<file path="src/rtl/path_sequencer_pkg.sv">
// Shared state encoding and behaviour codes for the path sequencer.
// The SPI/message-interpreter side imports the same codes for host decoding.
package path_sequencer_pkg;

    localparam int unsigned PATH_WIDTH = 3;

    typedef enum logic [2:0] {
        ST_IDLE    = 3'd0,
        ST_LOAD    = 3'd1,
        ST_MOVE    = 3'd2,
        ST_DWELL   = 3'd3,
        ST_DONE    = 3'd4,
        ST_STOPPED = 3'd5
    } seqState_t;

    localparam logic [7:0] BHV_IDLE    = 8'h00;
    localparam logic [7:0] BHV_LOAD    = 8'h01;
    localparam logic [7:0] BHV_MOVE    = 8'h02;
    localparam logic [7:0] BHV_DWELL   = 8'h03;
    localparam logic [7:0] BHV_DONE    = 8'h04;
    localparam logic [7:0] BHV_STOPPED = 8'h05;

    function automatic logic [7:0] behaviorCode(input seqState_t s);
        case (s)
            ST_IDLE:    return BHV_IDLE;
            ST_LOAD:    return BHV_LOAD;
            ST_MOVE:    return BHV_MOVE;
            ST_DWELL:   return BHV_DWELL;
            ST_DONE:    return BHV_DONE;
            ST_STOPPED: return BHV_STOPPED;
            default:    return BHV_IDLE;
        endcase
    endfunction

endpackage

</file>
<file path="src/rtl/path_sequencer_if.sv">
// Command/status bundle between the host-side command block and the sequencer.
interface path_sequencer_if #(
    parameter int unsigned INT_WIDTH = 8,
    parameter int unsigned WP_WIDTH  = 2
);
    import path_sequencer_pkg::*;

    logic [PATH_WIDTH-1:0] PATH_SEQUENCER_WAYSELECT_InBus;
    logic                  PATH_SEQUENCER_BEGINSIGNAL_InLow;
    logic                  PATH_SEQUENCER_STOPSIGNAL_InLow;
    logic                  PATH_SEQUENCER_ARRIVED_In;
    logic [PATH_WIDTH-1:0] PATH_SEQUENCER_PATH_OutBus;
    logic [WP_WIDTH-1:0]   PATH_SEQUENCER_WAYPOINT_OutBus;
    logic                  PATH_SEQUENCER_LOADWP_Out;
    logic                  PATH_SEQUENCER_RUN_Out;
    logic [INT_WIDTH-1:0]  PATH_SEQUENCER_BEHAVIOR_OutBus;

    modport master (
        output PATH_SEQUENCER_WAYSELECT_InBus, PATH_SEQUENCER_BEGINSIGNAL_InLow,
               PATH_SEQUENCER_STOPSIGNAL_InLow, PATH_SEQUENCER_ARRIVED_In,
        input  PATH_SEQUENCER_PATH_OutBus, PATH_SEQUENCER_WAYPOINT_OutBus,
               PATH_SEQUENCER_LOADWP_Out, PATH_SEQUENCER_RUN_Out,
               PATH_SEQUENCER_BEHAVIOR_OutBus
    );

    modport slave (
        input  PATH_SEQUENCER_WAYSELECT_InBus, PATH_SEQUENCER_BEGINSIGNAL_InLow,
               PATH_SEQUENCER_STOPSIGNAL_InLow, PATH_SEQUENCER_ARRIVED_In,
        output PATH_SEQUENCER_PATH_OutBus, PATH_SEQUENCER_WAYPOINT_OutBus,
               PATH_SEQUENCER_LOADWP_Out, PATH_SEQUENCER_RUN_Out,
               PATH_SEQUENCER_BEHAVIOR_OutBus
    );

endinterface

</file>
<file path="src/rtl/path_sequencer_dwell_timer.sv">
// Settle timer: counts enabled cycles from a clear; done on the last dwell cycle.
module dwell_timer #(
    parameter int unsigned SETTLE_CYCLES = 50000
) (
    input  logic clk,
    input  logic rstN,
    input  logic clear,
    input  logic enable,
    output logic done
);
    localparam int unsigned CNT_WIDTH = $clog2(SETTLE_CYCLES);
    localparam logic [CNT_WIDTH-1:0] LAST_COUNT = CNT_WIDTH'(SETTLE_CYCLES - 1);

    logic [CNT_WIDTH-1:0] count;

    always_ff @(posedge clk or negedge rstN) begin
        if (!rstN) begin
            count <= '0;
        end else if (clear) begin
            count <= '0;
        end else if (enable) begin
            count <= count + 1'b1;
        end
    end

    assign done = enable && (count == LAST_COUNT);

endmodule

</file>
<file path="src/rtl/path_sequencer.sv">
// Waypoint sequencer: load, move, dwell per waypoint of the host-selected path,
// with stop/resume and an 8-bit behaviour code for host readback.
module path_sequencer
    import path_sequencer_pkg::*;
#(
    parameter int unsigned INT_WIDTH     = 8,
    parameter int unsigned WAYPOINTS     = 4,
    parameter int unsigned WP_WIDTH      = 2,
    parameter int unsigned SETTLE_CYCLES = 50000
) (
    input logic             PATH_SEQUENCER_CLOCK_50,
    input logic             PATH_SEQUENCER_RESET_InLow,
    path_sequencer_if.slave bus
);
    localparam logic [WP_WIDTH-1:0] LAST_WP = WP_WIDTH'(WAYPOINTS - 1);

    seqState_t             state;
    logic [PATH_WIDTH-1:0] pathReg;
    logic [WP_WIDTH-1:0]   waypointReg;
    logic                  loadWpReg;
    logic                  runReg;
    logic [INT_WIDTH-1:0]  behaviorReg;
    logic                  beginPrev;
    logic                  beginEvent;
    logic                  dwellDone;

    function automatic logic [INT_WIDTH-1:0] codeOf(input seqState_t s);
        return INT_WIDTH'(behaviorCode(s));
    endfunction

    // beginPrev resets low so a begin held through reset is not an event
    assign beginEvent = beginPrev && !bus.PATH_SEQUENCER_BEGINSIGNAL_InLow;

    dwell_timer #(.SETTLE_CYCLES(SETTLE_CYCLES)) uDwellTimer (
        .clk    (PATH_SEQUENCER_CLOCK_50),
        .rstN   (PATH_SEQUENCER_RESET_InLow),
        .clear  (state != ST_DWELL),
        .enable (state == ST_DWELL),
        .done   (dwellDone)
    );

    always_ff @(posedge PATH_SEQUENCER_CLOCK_50 or negedge PATH_SEQUENCER_RESET_InLow) begin
        if (!PATH_SEQUENCER_RESET_InLow) begin
            state       <= ST_IDLE;
            pathReg     <= '0;
            waypointReg <= '0;
            loadWpReg   <= 1'b0;
            runReg      <= 1'b0;
            behaviorReg <= '0;
            beginPrev   <= 1'b0;
        end else begin
            beginPrev <= bus.PATH_SEQUENCER_BEGINSIGNAL_InLow;
            loadWpReg <= 1'b0;
            if (!bus.PATH_SEQUENCER_STOPSIGNAL_InLow) begin
                state       <= ST_STOPPED;
                runReg      <= 1'b0;
                behaviorReg <= codeOf(ST_STOPPED);
            end else begin
                case (state)
                    ST_IDLE, ST_DONE: begin
                        if (beginEvent && bus.PATH_SEQUENCER_WAYSELECT_InBus != '0) begin
                            pathReg     <= bus.PATH_SEQUENCER_WAYSELECT_InBus;
                            waypointReg <= '0;
                            state       <= ST_LOAD;
                            loadWpReg   <= 1'b1;
                            behaviorReg <= codeOf(ST_LOAD);
                        end
                    end
                    ST_LOAD: begin
                        state       <= ST_MOVE;
                        runReg      <= 1'b1;
                        behaviorReg <= codeOf(ST_MOVE);
                    end
                    ST_MOVE: begin
                        if (bus.PATH_SEQUENCER_ARRIVED_In) begin
                            state       <= ST_DWELL;
                            runReg      <= 1'b0;
                            behaviorReg <= codeOf(ST_DWELL);
                        end
                    end
                    ST_DWELL: begin
                        if (dwellDone) begin
                            if (waypointReg == LAST_WP) begin
                                state       <= ST_DONE;
                                behaviorReg <= codeOf(ST_DONE);
                            end else begin
                                waypointReg <= waypointReg + 1'b1;
                                state       <= ST_LOAD;
                                loadWpReg   <= 1'b1;
                                behaviorReg <= codeOf(ST_LOAD);
                            end
                        end
                    end
                    // resume uses the retained path/waypoint; WAYSELECT is not re-sampled
                    ST_STOPPED: begin
                        if (beginEvent) begin
                            state       <= ST_LOAD;
                            loadWpReg   <= 1'b1;
                            behaviorReg <= codeOf(ST_LOAD);
                        end
                    end
                    default: begin
                        state       <= ST_IDLE;
                        runReg      <= 1'b0;
                        behaviorReg <= codeOf(ST_IDLE);
                    end
                endcase
            end
        end
    end

    assign bus.PATH_SEQUENCER_PATH_OutBus     = pathReg;
    assign bus.PATH_SEQUENCER_WAYPOINT_OutBus = waypointReg;
    assign bus.PATH_SEQUENCER_LOADWP_Out      = loadWpReg;
    assign bus.PATH_SEQUENCER_RUN_Out         = runReg;
    assign bus.PATH_SEQUENCER_BEHAVIOR_OutBus = behaviorReg;

endmodule

</file>
<file path="src/flat_wrapper.sv">
// flat-port wrapper written by rule: the top's interface ports become plain ports
module path_sequencer_flat import path_sequencer_pkg::*;
#(
    parameter int unsigned INT_WIDTH     = 8,
    parameter int unsigned WAYPOINTS     = 4,
    parameter int unsigned WP_WIDTH      = 2,
    parameter int unsigned SETTLE_CYCLES = 50000
)
  (PATH_SEQUENCER_CLOCK_50, PATH_SEQUENCER_RESET_InLow, bus_PATH_SEQUENCER_WAYSELECT_InBus, bus_PATH_SEQUENCER_BEGINSIGNAL_InLow, bus_PATH_SEQUENCER_STOPSIGNAL_InLow, bus_PATH_SEQUENCER_ARRIVED_In, bus_PATH_SEQUENCER_PATH_OutBus, bus_PATH_SEQUENCER_WAYPOINT_OutBus, bus_PATH_SEQUENCER_LOADWP_Out, bus_PATH_SEQUENCER_RUN_Out, bus_PATH_SEQUENCER_BEHAVIOR_OutBus);
  path_sequencer_if #(.INT_WIDTH(INT_WIDTH), .WP_WIDTH(WP_WIDTH)) bus_i ();
  input logic PATH_SEQUENCER_CLOCK_50;
  input logic PATH_SEQUENCER_RESET_InLow;
  input wire logic [$bits(bus_i.PATH_SEQUENCER_WAYSELECT_InBus)-1:0] bus_PATH_SEQUENCER_WAYSELECT_InBus;
  input wire logic [$bits(bus_i.PATH_SEQUENCER_BEGINSIGNAL_InLow)-1:0] bus_PATH_SEQUENCER_BEGINSIGNAL_InLow;
  input wire logic [$bits(bus_i.PATH_SEQUENCER_STOPSIGNAL_InLow)-1:0] bus_PATH_SEQUENCER_STOPSIGNAL_InLow;
  input wire logic [$bits(bus_i.PATH_SEQUENCER_ARRIVED_In)-1:0] bus_PATH_SEQUENCER_ARRIVED_In;
  output wire logic [$bits(bus_i.PATH_SEQUENCER_PATH_OutBus)-1:0] bus_PATH_SEQUENCER_PATH_OutBus;
  output wire logic [$bits(bus_i.PATH_SEQUENCER_WAYPOINT_OutBus)-1:0] bus_PATH_SEQUENCER_WAYPOINT_OutBus;
  output wire logic [$bits(bus_i.PATH_SEQUENCER_LOADWP_Out)-1:0] bus_PATH_SEQUENCER_LOADWP_Out;
  output wire logic [$bits(bus_i.PATH_SEQUENCER_RUN_Out)-1:0] bus_PATH_SEQUENCER_RUN_Out;
  output wire logic [$bits(bus_i.PATH_SEQUENCER_BEHAVIOR_OutBus)-1:0] bus_PATH_SEQUENCER_BEHAVIOR_OutBus;
  assign bus_i.PATH_SEQUENCER_WAYSELECT_InBus = bus_PATH_SEQUENCER_WAYSELECT_InBus;
  assign bus_i.PATH_SEQUENCER_BEGINSIGNAL_InLow = bus_PATH_SEQUENCER_BEGINSIGNAL_InLow;
  assign bus_i.PATH_SEQUENCER_STOPSIGNAL_InLow = bus_PATH_SEQUENCER_STOPSIGNAL_InLow;
  assign bus_i.PATH_SEQUENCER_ARRIVED_In = bus_PATH_SEQUENCER_ARRIVED_In;
  assign bus_PATH_SEQUENCER_PATH_OutBus = bus_i.PATH_SEQUENCER_PATH_OutBus;
  assign bus_PATH_SEQUENCER_WAYPOINT_OutBus = bus_i.PATH_SEQUENCER_WAYPOINT_OutBus;
  assign bus_PATH_SEQUENCER_LOADWP_Out = bus_i.PATH_SEQUENCER_LOADWP_Out;
  assign bus_PATH_SEQUENCER_RUN_Out = bus_i.PATH_SEQUENCER_RUN_Out;
  assign bus_PATH_SEQUENCER_BEHAVIOR_OutBus = bus_i.PATH_SEQUENCER_BEHAVIOR_OutBus;
  path_sequencer #(.INT_WIDTH(INT_WIDTH), .WAYPOINTS(WAYPOINTS), .WP_WIDTH(WP_WIDTH), .SETTLE_CYCLES(SETTLE_CYCLES)) u_core (.PATH_SEQUENCER_CLOCK_50(PATH_SEQUENCER_CLOCK_50), .PATH_SEQUENCER_RESET_InLow(PATH_SEQUENCER_RESET_InLow), .bus(bus_i));
endmodule
</file>
<file path="config.mk">
export PLATFORM = sky130hd
export DESIGN_NAME = path_sequencer_flat
export DESIGN_NICKNAME = d
export VERILOG_FILES = /design/src/rtl/path_sequencer_pkg.sv /design/src/rtl/path_sequencer_if.sv /design/src/rtl/path_sequencer_dwell_timer.sv /design/src/rtl/path_sequencer.sv /design/src/flat_wrapper.sv
export SDC_FILE = /design/constraint.sdc
export NUM_CORES = 1
export LEC_CHECK = 0
export ABC_AREA = 1
export BUFFER_PORTS_ARGS = -buffer_cell sky130_fd_sc_hd__clkbuf_2
export CORE_ASPECT_RATIO = 1.1
export CORE_MARGIN = 2
export CORE_UTILIZATION = 35
export CTS_CLUSTER_DIAMETER = 30
export DETAILED_ROUTE_END_ITERATION = 10
export PLACE_DENSITY = 0.54
export SLEW_MARGIN = 10
export SYNTH_ARGS = -nofsm -noshare
export SYNTH_HDL_FRONTEND = slang
export SYNTH_SLANG_ARGS = --single-unit
</file>
<file path="constraint.sdc">
create_clock -name PATH_SEQUENCER_CLOCK_50 -period 3.9 [get_ports PATH_SEQUENCER_CLOCK_50]
set_input_delay 0.585 -clock PATH_SEQUENCER_CLOCK_50 [delete_from_list [all_inputs] [get_ports PATH_SEQUENCER_CLOCK_50]]
set_output_delay 0.585 -clock PATH_SEQUENCER_CLOCK_50 [all_outputs]
set_load 0.03 [all_outputs]
</file>
==> metrics.yaml <==
run_status:
  status: "completed"
sta:
  setup_viol: 0
  setup_tns_ns: 0
  period_share_pct: 42.0
  relSlewSlack_pct: 53.4
  worst_slack_ns: 2.26
  min_period_ns: 1.64
  tightest_slew_ns: 0.699
  finalHoldViolCount: 0
  drv_slew: 0
  fmax_ghz: 0.610
  skew_ns: 0.00385
  rsz0062_at_grt: "no"
clock_network:
  clock_latency_ns: 0.27
  cts_hold_buf: 0
  cts_inserted_buffers: 3
  clock-sinks: 27
  cts_max_level: 1
  clk_pin_slew_ns: 0.10
  tritoncts: "yes"
  ctsRootBufferMaster: "clkbuf_8"
  cts_setup_buffers: 0
  clk_path_buf_depth: 2
  cts_resized: 0
flow_run:
  maxCapViolations: 0
logic_synthesis:
  seq_area_frac_synth_pct: 43.5
  synth_enable_flop_cells: 0
  ys_async_sr_fraction_pct: 100
  synth_cell_types: 29
  synth_top_cell_area_share_pct: 43.5
  yosysMostFrequentCell: "nand2_1"
  synthTopCellsByCount: "nand2_1, nor2_1, dfrtp_1, inv_1, a21oi_1"
  synth_cells: 201
  ys_seq_elements: 27
  synth_ff_type: "dfrtp_1"
  synth.area.top_cells: "dfrtp_1, nand2_1, nor2_1"
  syn_avg_cell_area_um2: 7.73
  yosysWarnings: 0
  synth.cell_area_mm2: 0.00155
  synth_area_leader_cell: "dfrtp_1"
pwr:
  power_density_mw_per_mm2: 496
  power.share.clock_pct: 19.1
  intPower_mw: 0.487
  switching_share_pct: 42.6
  power_frac_comb_pct: 37.3
  leakage_nw: 0.798
  power_frac_seq_pct: 43.6
  switchingPower_mw: 0.362
  max-vdd-ir-drop_mv: 0.175
cells_and_area:
  multiInputGateArea_um2: 739
  layout-drive-gt1-share_pct: 20.5
  post-route-util_pct: 40.0
  diodes: 0
  seq_area_um2: 676
  fillCellCount: 460
  nNetsFinal: 230
  synthToLayoutAreaGrowth_pct: 10.3
  finish.instance_area_mm2: 0.00171
routing:
  wl_per_cell_um: 11.8
  firstDrtPassIters: 5
  ant_nets: 0
  vias_per_cell: 4.70
  drtIter0Drc: 88
  drc_errors: 0
  vias: 1282
  drt-total-wl_um: 3210
worst_setup_path:
  path_cells: "clkbuf_2"
  worstPathArrival_ns: 1.05
  r2r_cells: 8
  required_ns: 3.31
  r2r_end: "u_core.bus.PATH_SEQUENCER_BEHAVIOR_OutBus[0]"
  end_kind: "primary output"
  crit_type: "reg2out"
  startpoint_type: "flip-flop"
  reg2reg_slack_ns: 2.35
  worstPathMaxFanout: 7
  cp_top_family: "flip-flops"
  cpMaxStageDelayCell: "dfrtp_1"
  crit_buf_inv: 1
  cpPeakStageDelay_ns: 0.52
  rr_startpoint: "u_core.bus.PATH_SEQUENCER_BEHAVIOR_OutBus[0]"
global_routing:
  grt-busiest-layer: "met2"
  grtUsageTotal_pct: 15.4
  grt_pass1_vias: 1256
  gr-usage-met3_pct: 2.30
  grt_overflow: 0
  grt_pass1_wl_um: 5820
  gr-usage-met1_pct: 21.0
  grt_max_degree: 28
  use_met2_pct: 24.6
  grt_antenna_before_repair: 0
floorplanning:
  die_h_um: 73.9
  start_util_pct: 36.2
  dieArea_mm2: 0.00499
  rows: 25
  ios: 23
  core_mm2: 0.00429
  die_w_um: 67.5
place:
  dp_worst_setup_slack_ns: 2.30
  gp_congestion: 0.800
  portBuffers: 17
  dpl-instance-area_mm2: 0.00167
  hpwl_um: 2480
worst_hold_path:
  hold_path_class: "in2async"
-- how the worst max path moves through the flow --
stage                                            startpoint                                            to  cells past startpoint
2_1_floorplan  u_core.bus.PATH_SEQUENCER_WAYPOINT_OutBus[0]  u_core.bus.PATH_SEQUENCER_WAYPOINT_OutBus[0]                      7
3_3_place_gp           bus_PATH_SEQUENCER_BEGINSIGNAL_InLow      u_core.bus.PATH_SEQUENCER_PATH_OutBus[2]                      7
3_5_place_dp           bus_PATH_SEQUENCER_BEGINSIGNAL_InLow      u_core.bus.PATH_SEQUENCER_PATH_OutBus[2]                      7
4_1_cts        u_core.bus.PATH_SEQUENCER_BEHAVIOR_OutBus[1]         bus_PATH_SEQUENCER_BEHAVIOR_OutBus[1]                      1
5_1_grt        u_core.bus.PATH_SEQUENCER_BEHAVIOR_OutBus[0]  u_core.bus.PATH_SEQUENCER_BEHAVIOR_OutBus[0]                      8
6_report       u_core.bus.PATH_SEQUENCER_BEHAVIOR_OutBus[1]         bus_PATH_SEQUENCER_BEHAVIOR_OutBus[1]                      1
-- flip-flops by register name, summed over array words and instances, names as in the netlist --
name and count:
u_core.beginPrev 1, u_core.uDwellTimer.count 16, u_core.bus.PATH_SEQUENCER_BEHAVIOR_OutBus 3, u_core.bus.PATH_SEQUENCER_LOADWP_Out 1
u_core.bus.PATH_SEQUENCER_PATH_OutBus 3, u_core.bus.PATH_SEQUENCER_RUN_Out 1, u_core.bus.PATH_SEQUENCER_WAYPOINT_OutBus 2
-- power by group through the flow --
| stage | clock network (mW) | registers [mW] | logic, mW |
|---|---|---|---|
| after detailed placement | 0 | 0.377 | 0.318 |
| final | 0.162 | 0.370 | 0.317 |
| after floorplan | 0 | 0.448 | 0.164 |
| after global placement | 0 | 0.375 | 0.321 |
| after CTS | 0.166 | 0.372 | 0.319 |
| after global routing | 0.180 | 0.377 | 0.360 |
-- logic make-up (layout without fill, tap and decap cells) --
logic type	Yosys count	after routing	synth area share [%]
other	1	5	0.242
xor gates and xnor gates	5	5	2.82
and+or+nand+nor	105	105	31.8
adders and majority gates	2	2	1.61
DFF	27	27	43.5
AOI/OAI and AO/OA	28	28	10.2
buffers and inverters	33	47	9.83
-- stage by stage --
stage	hold slack, ns	total power, mW	instances
2_1_floorplan	0.289	0.612	205
3_3_place_gp	0.465	0.696	269
3_5_place_dp	0.466	0.695	269
4_1_cts	0.364	0.857	273
5_1_grt	0.403	0.917	273
6_report	0.337	0.849	273
-- cells in the final DEF (no fill, tap or decap), drive strengths merged, types with 6 or more instances in the layout --
| cell | n |
|---|---|
| o21ai | 11 |
| nor3 | 6 |
| clkbuf | 20 |
| nand3 | 10 |
| a21oi | 13 |
| nand2 | 46 |
| nor2 | 36 |
| inv | 25 |
| dfrtp | 27 |
| nand4 | 6 |
-- final cells by class --
cell class / instances / area share (%)
Multi-Input combinational cell: 145 / 43.2
Inverter: 26 / 5.77
Clock buffer: 3 / 2.41
Clock inverter: 1 / 0.292
Tap cell: 54 / 3.94
Timing Repair Buffer: 17 / 4.97
Sequential cell: 27 / 39.4
-- routing by layer --
| layer | share of wire [%] | vias up |
|---|---|---|
| met1 | 49 | 585 |
| met2 | 47 | 24 |
| met4 | 0.90 | 0 |
| met3 | 3.7 | 4 |
| li1 | - | 669 |
| met5 | 0 | - |
(Power assumes the default switching activity.)
